[src/rtl/edge_frame_capture.sv]
// Captures one frame of the Canny edge stream as a 1-bit-per-pixel bitmap and
// writes it byte-wise (bit0 = leftmost pixel) into a BRAM write port.
module edge_frame_capture #(
   parameter int H_RES   = 170,
   parameter int V_RES   = 120,
   parameter int EDGE_TH = 128,
   parameter int ADDR_W  = 12
) (
   input  logic              clk,
   input  logic              rstn,
   input  logic              i_start,
   input  logic              i_vsync,
   input  logic              i_hsync,
   input  logic              i_de,
   input  logic [7:0]        i_data,
   output logic              o_we,
   output logic [ADDR_W-1:0] o_waddr,
   output logic [7:0]        o_wdata,
   output logic              o_busy,
   output logic              o_done,
   output logic              o_err
);

   localparam int BPL = (H_RES + 7) / 8;
   localparam int CW  = $clog2(H_RES + 1);
   localparam int RW  = (V_RES > 1) ? $clog2(V_RES) : 1;

   typedef enum logic [1:0] {S_IDLE, S_ARM, S_CAPTURE, S_DONE} state_t;

   state_t              state_q, state_d;
   logic                vsync_q;
   logic                de_q, de_d;
   logic [CW-1:0]       col_q, col_d;
   logic [RW-1:0]       row_q, row_d;
   logic [ADDR_W-1:0]   base_q, base_d;
   logic [7:0]          byte_q, byte_d;
   logic                we_q, we_d;
   logic [ADDR_W-1:0]   waddr_q, waddr_d;
   logic [7:0]          wdata_q, wdata_d;
   logic                done_q, done_d;
   logic                err_q, err_d;
   logic                vsync_rise, de_fall;
   logic [7:0]          px_byte;
   logic                unused_hsync;

   assign unused_hsync = i_hsync;

   function automatic logic is_edge(input logic [7:0] px);
      return px >= 8'(EDGE_TH);
   endfunction

   assign vsync_rise = i_vsync & ~vsync_q;
   assign de_fall    = ~i_de & de_q;

   always_comb begin
      state_d = state_q;
      de_d    = i_de & (state_q == S_CAPTURE);
      col_d   = col_q;
      row_d   = row_q;
      base_d  = base_q;
      byte_d  = byte_q;
      we_d    = 1'b0;
      waddr_d = waddr_q;
      wdata_d = wdata_q;
      done_d  = 1'b0;
      err_d   = err_q;
      px_byte = byte_q | (8'(is_edge(i_data)) << col_q[2:0]);

      case (state_q)
         S_IDLE: begin
            if (i_start) begin
               state_d = S_ARM;
               err_d   = 1'b0;
            end
         end
         S_ARM: begin
            if (vsync_rise) begin
               state_d = S_CAPTURE;
               col_d   = '0;
               row_d   = '0;
               base_d  = '0;
               byte_d  = '0;
            end
         end
         S_CAPTURE: begin
            if (vsync_rise) begin
               // Frame restarted before the last row ended: truncated capture.
               err_d   = 1'b1;
               state_d = S_IDLE;
            end else if (i_de) begin
               if (col_q < CW'(H_RES)) begin
                  col_d = col_q + 1'b1;
                  if (col_q[2:0] == 3'd7) begin
                     we_d    = 1'b1;
                     waddr_d = base_q + ADDR_W'(col_q >> 3);
                     wdata_d = px_byte;
                     byte_d  = '0;
                  end else begin
                     byte_d = px_byte;
                  end
               end else begin
                  err_d = 1'b1;
               end
            end else if (de_fall) begin
               // col_q is clamped at H_RES, so col_q/8 still lands inside the row.
               if (col_q[2:0] != 3'd0) begin
                  we_d    = 1'b1;
                  waddr_d = base_q + ADDR_W'(col_q >> 3);
                  wdata_d = byte_q;
               end
               if (col_q < CW'(H_RES)) err_d = 1'b1;
               col_d  = '0;
               byte_d = '0;
               if (row_q == RW'(V_RES - 1)) begin
                  state_d = S_DONE;
               end else begin
                  row_d  = row_q + 1'b1;
                  base_d = base_q + ADDR_W'(BPL);
               end
            end
         end
         S_DONE: begin
            done_d  = 1'b1;
            state_d = S_IDLE;
         end
         default: state_d = S_IDLE;
      endcase
   end

   always_ff @(posedge clk) begin
      if (!rstn) begin
         state_q <= S_IDLE;
         vsync_q <= 1'b0;
         de_q    <= 1'b0;
         col_q   <= '0;
         row_q   <= '0;
         base_q  <= '0;
         byte_q  <= '0;
         we_q    <= 1'b0;
         waddr_q <= '0;
         wdata_q <= '0;
         done_q  <= 1'b0;
         err_q   <= 1'b0;
      end else begin
         state_q <= state_d;
         vsync_q <= i_vsync;
         de_q    <= de_d;
         col_q   <= col_d;
         row_q   <= row_d;
         base_q  <= base_d;
         byte_q  <= byte_d;
         we_q    <= we_d;
         waddr_q <= waddr_d;
         wdata_q <= wdata_d;
         done_q  <= done_d;
         err_q   <= err_d;
      end
   end

   assign o_we    = we_q;
   assign o_waddr = waddr_q;
   assign o_wdata = wdata_q;
   assign o_done  = done_q;
   assign o_err   = err_q;
   assign o_busy  = (state_q == S_ARM) || (state_q == S_CAPTURE);

endmodule

[config.mk]
export PLATFORM = sky130hd
export DESIGN_NAME = edge_frame_capture
export DESIGN_NICKNAME = d
export VERILOG_FILES = /design/src/rtl/edge_frame_capture.sv
export SDC_FILE = /design/constraint.sdc
export NUM_CORES = 1
export LEC_CHECK = 0
export CAP_MARGIN = 20
export CORE_MARGIN = 2
export CORE_UTILIZATION = 60
export CTS_CLUSTER_DIAMETER = 50
export DETAILED_ROUTE_END_ITERATION = 16
export PLACE_DENSITY = 0.85
export SLEW_MARGIN = 0
export SYNTH_ARGS = -nofsm -noshare
export SYNTH_HDL_FRONTEND = slang
export SYNTH_SLANG_ARGS = --single-unit
[constraint.sdc]
create_clock -name clk -period 2.9 [get_ports clk]
set_input_delay 0.87 -clock clk [delete_from_list [all_inputs] [get_ports clk]]
set_output_delay 0.87 -clock clk [all_outputs]
set_load 0.02 [all_outputs]
* After elaboration in Yosys (flattened, before gate mapping)
Index checks and enable logic that the tools add are counted.
Widths: inputs -> output; s select.
** Storage, ports and cells
- Flip-flop bits (word level) :: 62
** Cells by class
- $add $sub $neg :: 4
- Magnitude comparators :: 2
- Equal/unequal tests :: 21
- Shifts and indexed selects :: 1
- Muxes and demuxes :: 53
- Bitwise logic cells :: 9
- Reduce and logical (&&, ||, !) cells :: 13
** Operator list (count)
- $mux 12 :: 10
- $mux 8 :: 14
- $mux 7 :: 5
- $pmux 8 s2 :: 2
- $pmux 12 s2 :: 1
- $reduce_and 5->1 :: 3
- $pmux 7 s2 :: 1
- $add 12x5->12 :: 1
- $add 12x5->12 const B :: 1
- $mux 1 :: 12
- $mux 2 :: 6
- $ne 2x2->1 const B :: 6
- $reduce_and 6->1 :: 2
- $ne 3x3->1 const B :: 3
- $add 8x1->8 const B :: 1
- $ge 8x8->1 const B :: 1
- $lt 8x8->1 const B :: 1
- $ne 4x4->1 const B :: 2
- $or 8x8->8 :: 1
- $pmux 2 s4 :: 1
- $reduce_bool 2->1 :: 4
- $shl 1x3->8 :: 1
- $add 7x1->7 const B :: 1
- $eq 7x7->1 const B :: 1
- other kinds (13) :: 22

* Depth between registers and ports, before layout
- Depth in word-level cells :: 8
- Gate-level depth with buffers :: 9
- Gate-level depth less buffers :: 7

* Worst setup path before layout
Ideal clock, no wire load.
- Path type :: input-to-reg
- Start point :: input port i_de
- End point :: register base_q[10]
- Setup time :: 0.121 ns
- Arrival time :: 2.115 ns
- Data required time :: 2.779 ns
- Setup slack :: 0.664 ns
- Stages on the path :: 6
- Path buffers :: 1
- Cells stage by stage :: nand2b_1 a221oi_2 buf_2 nand4_1 nor2_1 mux2_2
** Between the ends
- Cells in the longest elaborated chain, start to end :: 4
- Elaborated cells on any way between the ends :: 5
- Those cells by class :: eq/ne (2); bitwise (2); reduce/logical (1)
** RTL lines
- start: declaration :: line 14 : input logic i_de,
- $not 1->1 :: line 53 : assign de_fall = ~i_de & de_q;
- $and 1x1->1 :: line 53
- $ne 2x2->1 (no source line)
- $reduce_and 6->1 (no source line) (*)
- end signal: assignment :: line 150 : base_q <= base_d;
- end: declaration :: line 35 : logic [ADDR_W-1:0] base_q, base_d;
Every way passes the cells marked *; elsewhere a longest branch is shown, timed or not.
A chain may end at the register's enable or synchronous reset.

* Final worst setup path
- Start point :: register state_q[0]
- End point :: output port o_busy
** Between the ends
- Cells in the longest elaborated chain, start to end :: 2
- Elaborated cells on any way between the ends :: 3
- Those cells by class :: eq/ne (2); reduce/logical (1)
** RTL lines
- start: declaration :: line 30 : state_t state_q, state_d;
- start signal: assignment :: line 145 : state_q <= state_d;
- $eq 2x1->1 / $eq 2x2->1 (equally long branches) :: line 165 : assign o_busy = (state_q == S_ARM) || (state_q == S_CAPTURE);
- $logic_or 1x1->1 (*) :: line 165
- end: declaration :: line 19 : output logic o_busy,
Marked as above.

==> run metrics <==
number of flops mapped to enable cells by yosys=0; clk_lat worst skew=0.35 ns; RSZ-0062 raised after global routing=no; worst hold path depth=2; post-cts sizing count=0; final setup fails=0; post-route ant nets=0; synthesized area per cell=8.60 µm²; diode count=0; Synth top cells by count=dfxtp_1 (61), nor2_1 (36), nand2_1 (31); Post-Place Worst Slack=0.0521 ns; core region area=between 5000 and 6000 µm²; initial DRC count=162; combinational power share=around a quarter; syn_nets=390; grt ovf=0; number of global-route vias before repair=2734; critical path arrival=1.73 ns; dpl hpwl=just under 5000 µm; CP startpoint kind=flip-flop; TritonCTS Buffers=9; Pleak=0.00145 µW; largest net degree at the start of global routing=39; Sw Ratio=slightly above 30%; Pwr Density=633 nW/µm²; first-pass GRT wire length=about 12000 µm; port buffer count=29; Initial Util=61.5%; Routed WL=just under 7000 µm; gpl congestion=0.848; status=complete, no violations; Critical Path Sink Type=output port; worst hold slack=0.459 ns; vias per cell=just under 6; worst vdd ir=~370 µV; dominant synthesized flop cell=dfxtp_1; Bufs on Longest Clock Path=2; Seq cells post-synth=61; Total Nets Final=419; Residual DRC=0; switching power total=729 µW; Synth Cell Area=roughly 3100 µm²; PnR worst setup slack=around 0.30 ns; Yosys warning count=0; worst hold-check path type=reg2reg; MaxCap Viol Count=0; DR vias=2735; Final Slew Violations=0; CP startpoint=state_q[0]; initial antenna violation count=0; Slew headroom=between 60% and 70%; register area share after synthesis=39.1%; CTS H-Tree Depth=3; Hold Path End=byte_q[5]; Async SR Flop Fraction=0%; Post-Layout Cell Count=approximately 470; dpl cells=451; CTS tree=done; Layout Skew=0.00797 ns; HP Start=byte_q[5]; I/O pins=38; Synth area leaders=dfxtp_1 (39%), ha_1 (5.2%), nor2_1 (4.3%); Total Routing Usage GR=25.8%; Die W=76.1 µm; Worst-path clk slew=0.07 ns; post-synth top area cell=dfxtp_1; worst reg2reg path depth=8; sequential share of power=38.8%; reg2reg setup slack=0.54 ns; total negative slack=0 ns; critical path class=reg2out; router iterations before antenna repair=4; Final period util=89.7%; Clock Sinks=between 60 and 70; Worst Tran Pin Value=0.531 ns; Max Freq=between 300 and 400 MHz; clk root buf=clkbuf_8; Yosys top cell area share=39.1%; count leader, synth=dfxtp_1; Critical Path Fanout Max=4; Synth cell types=51; startpoint of the worst register-to-register path=state_q[0]; row cnt=26; WL per Instance=around 15 µm; Worst EP required=2.03 ns; CTS Hold Bufs=0; layout cells sized above 1=8.06%; Final min period=2.60 ns; FF-to-FF End=o_waddr[5]; gate count after technology mapping=363; final hold vios=0; die area=5790 µm²; Post-CTS Setup Bufs=0; Syn-to-layout area delta=19.1%; Die Height=approximately 76 µm; P_int=around 1600 µW; clock network fraction of total power=37.5%
[layer usage]
layer / track usage [%] / wire (µm) / vias up
li1: - / - / 1349
met1: 29.0 / 2920 / 1309
met2: 45.3 / 3640 / 63
met3: 5.09 / 251 / 14
met4: 15.1 / 145 / 0
met5: 0 / 0 / -
[layout by cell type, fill, tap and decap left out, types with 3 or more instances in the layout]
cell type        instances
nand3_1                 15
clkdlybuf4s50_1         29
a31oi_1                  7
xnor2_1                  6
nor2_1                  36
buf_4                    8
nand2_1                 31
a41oi_1                  3
xor2_1                  12
inv_1                   12
o21ai_0                 19
mux2i_1                  6
nor2b_1                  9
ha_1                    13
nand2b_1                 6
dfxtp_1                 61
and3_1                   6
and2_1                   8
nor3_1                   5
a21oi_1                 20
o211ai_1                 3
or3_1                    5
clkbuf_8                11
a21boi_0                 5
o21a_1                   5
nand4_1                 11
o211a_1                 11
[state kept, by name (all words and copies together) (netlist names), 2 cells and up]
signal and flops:
row_q 7, byte_q 8, col_q 8, base_q 11, state_q 2, o_wdata 8, o_waddr 12
[through the flow]
step	utilization [%]	area [µm²]	total power (µW)
after CTS	73.2	3720	2360
after global placement	68.7	3480	1460
final	73.2	3720	2350
after global routing	73.2	3720	2470
after floorplan	-	3120	1320
after detailed placement	68.7	3480	1480
[final cells by class]
type                       count  area, µm²
tap                           70       87.6
clock inverter                 5       81.3
clock buffer                  11        151
multi-input combinational    269       1740
sequential                    61       1220
fill                         389       1360
inverter                      12       45.0
timing repair buffer          39        390
[kinds of logic (layout without fill, tap and decap cells)]
logic type               Yosys count  in the layout  synth area share [%]
flip-flops                        61             61                  39.1
multiplexers                       7              7                  2.29
buffers and inverters             33             67                  5.09
AO/OA/AOI/OAI                     91             91                  20.7
AND/OR/NAND/NOR                  140            140                  22.6
XOR/XNOR                          18             18                  5.05
adder cells (fa/ha/maj)           13             13                  5.21
[worst max-delay path, stage by stage (launching register included)]
cell and delay [ns]:
dfxtp_1 0.39, inv_1 0.10, ha_1 0.30, clkdlybuf4s50_1 0.60
[worst max path at each step]
stage	slack [ns]	endpoint	depth (start not counted)
5_1_grt	0.21	o_busy	3
3_3_place_gp	0.09	base_q[11]	7
4_1_cts	0.28	o_busy	3
3_5_place_dp	0.05	base_q[9]	7
2_1_floorplan	0.66	base_q[10]	6
6_report	0.30	o_busy	3
[power groups by stage]
stage               clock network [µW]  logic (µW)  registers, µW
floorplan                            0         395            924
global placement                     0         529            927
detailed placement                   0         550            930
CTS                                897         554            911
global route                       931         622            917
finish                             882         558            912
(Power assumes the default switching activity.)
